===== config.mk =====
export PLATFORM = sky130hd
export DESIGN_NAME = seg_display_scanner
export DESIGN_NICKNAME = d
export VERILOG_FILES = /design/src/rtl/seg_display_pkg.sv /design/src/rtl/hex_to_7seg.sv /design/src/rtl/seg_display_scanner.sv
export SDC_FILE = /design/constraint.sdc
export NUM_CORES = 1
export LEC_CHECK = 0
export ABC_AREA = 1
export BUFFER_PORTS_ARGS = -buffer_cell sky130_fd_sc_hd__buf_2
export CAP_MARGIN = 25
export CORE_UTILIZATION = 45
export CTS_CLUSTER_DIAMETER = 50
export DETAILED_ROUTE_END_ITERATION = 6
export PLACE_DENSITY = 0.63
export SLEW_MARGIN = 0
export SYNTH_ARGS = -nofsm -noshare
export SYNTH_HDL_FRONTEND = slang
export SYNTH_HIERARCHICAL = 1
export SYNTH_SLANG_ARGS = --single-unit

===== constraint.sdc =====
create_clock -name Clk -period 7.4 [get_ports Clk]
set_clock_uncertainty 0.2 [all_clocks]
set_input_delay 1.48 -clock Clk [delete_from_list [all_inputs] [get_ports Clk]]
set_output_delay 1.48 -clock Clk [all_outputs]
set_load 0.005 [all_outputs]

===== src/rtl/seg_display_pkg.sv =====
// Shared constants and helpers for the seven-segment scanner.
// Segment patterns are active-low, ordered {g,f,e,d,c,b,a}.
package seg_display_pkg;

    localparam logic [6:0] SEG_OFF = 7'h7F;

    // Entry 15 first so that SEG_TABLE[n] is the glyph for hex digit n.
    localparam logic [15:0][6:0] SEG_TABLE = {
        7'h0E, 7'h06, 7'h21, 7'h46,
        7'h03, 7'h08, 7'h10, 7'h00,
        7'h78, 7'h02, 7'h12, 7'h19,
        7'h30, 7'h24, 7'h79, 7'h40
    };

    function automatic int clog2(input int v);
        int r;
        r = 0;
        for (int i = 0; i < 31; i++) begin
            if ((1 << i) < v) r = i + 1;
        end
        return r;
    endfunction

endpackage


===== src/rtl/hex_to_7seg.sv =====
// Combinational hex nibble to active-low seven-segment decoder.
module hex_to_7seg (
    input  logic [3:0] hex_i,
    output logic [6:0] seg_o
);
    import seg_display_pkg::*;

    assign seg_o = SEG_TABLE[hex_i];

endmodule


===== src/rtl/seg_display_scanner.sv =====
// Multiplexed seven-segment scanner with blanking, dimming,
// decimal points, leading-zero suppression and frame pulse.
module seg_display_scanner #(
    parameter int NUM_DIGITS  = 8,
    parameter int REFRESH_DIV = 100000,
    parameter int BRIGHT_BITS = 3,
    parameter int BLANK_CYC   = 16
) (
    input  logic                    Clk,
    input  logic                    Rst,
    input  logic [4*NUM_DIGITS-1:0] Value,
    input  logic [NUM_DIGITS-1:0]   DpIn,
    input  logic                    Load,
    input  logic                    LzbEn,
    input  logic [BRIGHT_BITS-1:0]  Brightness,
    output logic [NUM_DIGITS-1:0]   en_out,
    output logic [6:0]              out7,
    output logic                    dp_out,
    output logic                    frame_done
);
    import seg_display_pkg::*;

    localparam int CW = (clog2(REFRESH_DIV) < 1) ? 1 : clog2(REFRESH_DIV);
    localparam int IW = (clog2(NUM_DIGITS) < 1) ? 1 : clog2(NUM_DIGITS);
    localparam int LW = clog2(REFRESH_DIV) + BRIGHT_BITS + 1;

    logic [CW-1:0]           cnt_q, cnt_d;
    logic [IW-1:0]           idx_q, idx_d;
    logic [4*NUM_DIGITS-1:0] val_q, val_eff;
    logic [NUM_DIGITS-1:0]   dps_q, dp_eff;
    logic [NUM_DIGITS-1:0]   en_q, en_d;
    logic [6:0]              seg_q, seg_d;
    logic                    dpo_q, dpo_d;
    logic                    fd_q, fd_d;

    logic [LW-1:0]           on_limit;
    logic [NUM_DIGITS-1:0]   supp;
    logic                    allz;
    logic [3:0]              cur_nib;
    logic                    cur_dp;
    logic                    cur_supp;
    logic [6:0]              cur_seg;
    logic                    lit;
    logic                    wrap;
    logic                    last;

    // A load is forwarded so the capturing edge already shows the new data.
    assign val_eff = Load ? Value : val_q;
    assign dp_eff  = Load ? DpIn : dps_q;

    assign on_limit = ((LW'(Brightness) + LW'(1)) * LW'(REFRESH_DIV))
                      >> BRIGHT_BITS;

    always_comb begin
        allz     = 1'b1;
        supp     = '0;
        cur_nib  = '0;
        cur_dp   = 1'b0;
        cur_supp = 1'b0;
        for (int k = NUM_DIGITS - 1; k >= 0; k--) begin
            allz    = allz & (val_eff[4*k +: 4] == 4'h0);
            supp[k] = LzbEn & allz & (k != 0);
        end
        for (int k = 0; k < NUM_DIGITS; k++) begin
            if (idx_q == IW'(k)) begin
                cur_nib  = val_eff[4*k +: 4];
                cur_dp   = dp_eff[k];
                cur_supp = supp[k];
            end
        end
    end

    hex_to_7seg u_hex (
        .hex_i (cur_nib),
        .seg_o (cur_seg)
    );

    assign wrap = (cnt_q == CW'(REFRESH_DIV - 1));
    assign last = (idx_q == IW'(NUM_DIGITS - 1));
    assign lit  = (LW'(cnt_q) >= LW'(BLANK_CYC))
                  && (LW'(cnt_q) < on_limit)
                  && !cur_supp;

    always_comb begin
        cnt_d = cnt_q + CW'(1);
        idx_d = idx_q;
        fd_d  = wrap && last;
        en_d  = '1;
        seg_d = SEG_OFF;
        dpo_d = 1'b1;
        if (wrap) begin
            cnt_d = '0;
            idx_d = last ? '0 : idx_q + IW'(1);
        end
        if (lit) begin
            en_d  = ~(NUM_DIGITS'(1) << idx_q);
            seg_d = cur_seg;
            dpo_d = ~cur_dp;
        end
    end

    always_ff @(posedge Clk or negedge Rst) begin
        if (!Rst) begin
            cnt_q <= '0;
            idx_q <= '0;
            val_q <= '0;
            dps_q <= '0;
            en_q  <= '1;
            seg_q <= SEG_OFF;
            dpo_q <= 1'b1;
            fd_q  <= 1'b0;
        end else begin
            cnt_q <= cnt_d;
            idx_q <= idx_d;
            en_q  <= en_d;
            seg_q <= seg_d;
            dpo_q <= dpo_d;
            fd_q  <= fd_d;
            if (Load) begin
                val_q <= Value;
                dps_q <= DpIn;
            end
        end
    end

    assign en_out     = en_q;
    assign out7       = seg_q;
    assign dp_out     = dpo_q;
    assign frame_done = fd_q;

endmodule


* After elaboration in Yosys (flattened, before gate mapping)
Memories as Yosys holds them, arrays and structs flattened. Index checks and enable logic that the tools add are counted.
Storage, ports and cells: RAM bits 0, bits in read-only memories 112, memories 1, word-level logic and storage cells 83, latch bits 0, register bits 77
Operators by class: magnitude comparators 3, shift operators 1, eq/ne operators 8, reduce and logical (&&, ||, !) cells 12, bitwise logic cells 15, mux-type cells 31, divide/modulo/power cells 0, $mul 1, $add $sub $neg 3
Memory list:
- (name not given) | depth 16, bits a word 7, rd ports 1, clocked after memory_dff 0, write ports 0, line hex_to_7seg.sv:8 | assign seg_o = SEG_TABLE[hex_i];
Operators by type and width (count):
- $mux W32 | 1
- $mux W4 | 8
- $logic_not A4 Y1 | 7
- $lt A17 B18 Y1 | 1
- $add A17 B1 Y17 const B | 1
- $eq A17 B17 Y1 const B | 1
- $ge A17 B5 Y1 const B | 1
- $mux W17 | 1
- $mul A4 B12 Y16 const B | 1
- $mux W1 | 16
- $mux W8 | 2
- $mux W7 | 2
- $and A1 B1 Y1 | 13
- $eq A3 B3 Y1 const B | 4
- $not A8 Y8 | 1
- $shl A1 B3 Y8 const A | 1
- $eq A3 B2 Y1 const B | 2
- $lt A4 B5 Y1 const B | 1
- $add A3 B1 Y4 const B | 1
- $add A3 B1 Y3 const B | 1
- $eq A3 B1 Y1 const B | 1
- $logic_and A1 B1 Y1 | 3
- $logic_not A3 Y1 | 1
- $mux W3 | 1
- 2 further kinds | 2

* Logic depth before layout (Yosys ltp)
depth after elaboration 19, depth in mapped cells 23, gate-level depth less buffers 22

* Cells and area by module
Netlist, hierarchy kept.
Modules (own cells, without submodules):
- seg_display_scanner | sequential area each 1946.9 um2, cells an instance 585, area each 4703.3 um2, instances 1
- hex_to_7seg | sequential area each 0.0 um2, cells an instance 49, area each 274.0 um2, instances 1

* Worst setup path after synthesis
OpenSTA, ideal clock, no wires.
kind input -> register, start point input port Brightness[0], end point register en_q[3] (netlist: en_out[3]), slack 2.461 ns, data required time 7.109 ns, arrival time 4.648 ns, setup time 0.091 ns, path buffers 1, stages 19, cell sequence ha_1 -> xnor2_1 -> inv_1 -> ha_1 -> ha_1 -> ha_1 -> nand3_1 -> nand3_1 -> nand2_1 -> nand2_1 -> a31oi_1 -> xor2_1 -> ha_1 -> a21oi_1 -> nand3b_1 -> nand3b_4 -> nor2_4 -> buf_6 -> nand3_2
Between the ends: longest elaborated chain between the ends 6
Ends and longest elaborated chain:
- from (decl) | line seg_display_scanner.sv:15 | input logic [BRIGHT_BITS-1:0] Brightness,
- $add A3 B1 Y4 | line seg_display_scanner.sv:51 | assign on_limit = ((LW'(Brightness) + LW'(1)) * LW'(REFRESH_DIV))
- $mul A4 B12 Y16 | line seg_display_scanner.sv:51
- $lt A17 B18 Y1 | line seg_display_scanner.sv:81 | && (LW'(cnt_q) < on_limit)
- $logic_and A1 B1 Y1 | line seg_display_scanner.sv:81
- $logic_and A1 B1 Y1 | line seg_display_scanner.sv:82 | && !cur_supp;
- $mux W8 | line seg_display_scanner.sv:95 | if (lit) begin
- named net en_d[3] | line seg_display_scanner.sv:31 | logic [NUM_DIGITS-1:0] en_q, en_d;
- to (signal assigned) | line seg_display_scanner.sv:115 | en_q <= en_d;
- to (decl) | line seg_display_scanner.sv:31
The timed path passes the listed nets, and every way through them passes these cells. A chain may end at the register's enable or synchronous reset.

* Worst setup path in the final report
start point input port Brightness[0], end point register seg_q[0] (netlist: out7[0])
Between the ends: longest elaborated chain between the ends 6
Ends and longest elaborated chain:
- $add A3 B1 Y4 | line seg_display_scanner.sv:51
- $mul A4 B12 Y16 | line seg_display_scanner.sv:51
- $lt A17 B18 Y1 | line seg_display_scanner.sv:81
- $logic_and A1 B1 Y1 | line seg_display_scanner.sv:81
- $logic_and A1 B1 Y1 | line seg_display_scanner.sv:82
- $mux W7 | line seg_display_scanner.sv:95
- named net seg_d[0] | line seg_display_scanner.sv:32 | logic [6:0] seg_q, seg_d;
- to (signal assigned) | line seg_display_scanner.sv:116 | seg_q <= seg_d;
- to (decl) | line seg_display_scanner.sv:32
The timed path passes the listed nets, and every way through them passes these cells.

==> results.cfg <==
[outcome]
outcome = complete, no violations

[placed_design]
gp_congestion = 0.877
place.detailed.hpwl_mm = 8.34
io_buffers = 63
placed_cells = 822

[clock_network]
holdBufCountCts = 0
path_clk_slew_ps = 80
clock_latency_ps = 350
htree_levels = 3
ctsResizeCount = 0
cts_tree = done
cts.sinks = 77
postCtsSetupRepairBufs = 0
clockBufferDepth = 2
cts-root-buf = clkbuf_8
numCtsBuffers = 9

[timing]
fin_tns_setup_ps = 0
maxSlewHeadroom_pct = 31.4
period_share_pct = 70.6
fmax_mhz = 191
rsz0062_at_grt = no
worst_slew_pin_slew_ps = 1020
period_minus_slack_ps = 5230
setup_viol = 0
report.final.slew_viol_count = 0
finalHoldViolCount = 0

[pwr]
max-vdd-ir-drop_mv = 0.118
leakagePower_nw = 3.07
power_density_nw_per_um2 = 172
fin_total_pwr_mw = 0.957

[layout]
final_nets = 789
layout_common_cells = nand2_1 (198), inv_1 (92), buf_2 (62)
drive_gt1_share_pct = 17.2
final.fill_count = 1043
multi_input_area_um2 = 2550
seq_area_um2 = 1950
fin_cells = 839
area_growth_pct = 11.9
mostFrequentLayoutCell = nand2_1
num_antenna_cells = 0

[die]
coreArea_um2 = 10800
num_rows = 38
die_area_um2 = 11500
die_h_um = 107
start_util_pct = 46.1
io_pins = 64
die_x_um = 107

[run]
drv_cap = 0

[worst_hold_path]
hold-path-endpoint = dps_q[4]
holdCritPathClass = reg -> reg
hp-start = dps_q[4]
whs_path_depth = 2

[setup_path]
path_delay_family = adder cells
cp_num_buf_inv = 2
crit_type = in -> reg
crit_cells = 19
cpPeakStageDelay_ps = 430
r2r-end = out7[0]
rr_startpoint = idx_q[0]
cp_cell_sequence = buf_2 > ha_1 > xnor2_1 > inv_1 > ha_1 > ha_1 > ha_1 > nand3_1 > nand3_1 > nand2_1 > nand2_1 > a31oi_1 > xor2_1 > ha_1 > a21oi_1 > nand3b_1 > nand3b_4 > nor2_4 > nand3_1
worstPathArrival_ps = 5290
reg2reg_slack_ps = 4140
crit_path_frequent_cell = ha_1
reg2reg_depth = 17
crit_fanout = 16
cp.required_ps = 7460
cp-start-kind = input pin
cp-end-kind = flop
cp_slowest_cell = nor2_4

[drt]
wire_per_inst_um = 13.1
via_count = 4196
ant_nets = 0
drtIter0Drc = 254
routed_wl_mm = 11.0
drc_errors = 0
viasPerCell = 5.00
drt_pass1_iterations = 4

[synth]
syn_inst = 634
syn-num-nets = 729
yosysWarningCount = 6
synth_top_area_share_pct = 30.7
yosys-top-cells-area = dfrtp_1 (31%), nand2_1 (15%), ha_1 (12%), dfstp_2 (8.4%), inv_1 (6.9%)
synth_cell_types = 41
yosysSeqAreaShare_pct = 39.1
synth_edf_count = 0
avgSynthCellArea_um2 = 7.85
synth_top_area_cell = dfrtp_1
syn_area_um2 = 4980
ys_ff_latch = 77
async_reset_ff_share_pct = 100
synth_top_flop_cell = dfrtp_1

[global_route]
first_global_vias = 3961
grt_pass1_wl_mm = 18.4
grt_max_degree = 78
grt.total_usage_pct = 20.5
antenna_found_initial = 0
grt-ovfl-total = 0
[synth_stat cells (2+ instances only)]
master,count
a21oi_1,21
a22oi_1,4
a31oi_1,3
and2_1,2
and3_1,2
buf_2,4
buf_6,7
clkbuf_1,3
dfrtp_1,61
dfstp_2,16
ha_1,47
inv_1,92
inv_2,3
mux2i_1,2
nand2_1,198
nand3_1,44
nand3_2,10
nand3b_1,4
nand4_1,5
nor2_1,26
nor3_1,10
nor3_2,2
nor4_1,6
o211ai_1,7
o21ai_0,19
o21ai_1,6
o21ai_2,3
or2_1,4
xnor2_1,6
xor2_1,6
[through the flow]
stage,hold slack [ps],utilization (%),cell area (µm²),setup slack [ps]
after detailed placement,258,49.6,5350,1780
after CTS,277,51.4,5540,2150
after global routing,292,51.6,5570,1860
after global placement,251,49.6,5350,1990
final,274,51.6,5570,2170
after floorplan,233,-,4980,2460
[final cells by class]
cell class	instances	area share [%]
Multi-Input combinational cell	446	45.8
Inverter	96	6.51
Clock inverter	6	1.15
Tap cell	140	3.14
Clock buffer	10	2.29
Timing Repair Buffer	64	6.20
Sequential cell	77	34.9
[cells by family after synthesis]
kind of cell	after synthesis	share of synthesized area (%)
fa+ha+maj	48	12.2
mux	2	0.402
compound gates	66	7.67
flops	77	39.1
simple gates	318	28.8
xor+xnor	12	2.11
buf+inv	111	9.65
[metal layers]
layer,wire (µm),vias up,GRT usage [%]
met5,0,-,0
met4,190,0,6.07
met3,481,18,3.47
met2,5180,90,34.0
met1,5100,1938,27.4
li1,-,2150,-
[report_power, final]
group | total (mW) | internal (mW) | switching (mW)
Sequential | 0.458 | 0.451 | 0.00751
Clock | 0.312 | 0.156 | 0.156
Combinational | 0.186 | 0.0723 | 0.114
[sequential cells by signal, summed over array words and instances, names as in the netlist]
signal,flops
cnt_q,17
dp_out,1
dps_q,8
en_out,8
frame_done,1
idx_q,3
out7,7
val_q,32
[worst max path at each step]
stage             startpoint   endpoint  slack [ps]
6_report       Brightness[0]    out7[0]        2170
5_1_grt        Brightness[0]  en_out[7]        1860
4_1_cts        Brightness[0]    out7[1]        2150
3_5_place_dp   Brightness[0]  en_out[7]        1780
3_3_place_gp   Brightness[0]     dp_out        1990
2_1_floorplan  Brightness[0]  en_out[3]        2460
[worst register-to-register path: stages (launching register included)]
cell and delay, ps:
dfrtp_1 400, inv_1 130, ha_1 200, nand2_1 80
nor2_1 260, nand2_1 90, o21ai_0 110, o21ai_0 110
nand2_1 80, o211ai_1 80, nand2_1 70, o21ai_0 80
o21ai_0 800, inv_2 170, nand3_1 140, nand2_1 70
inv_1 60, nand3_1 80
(Power assumes the default switching activity.)
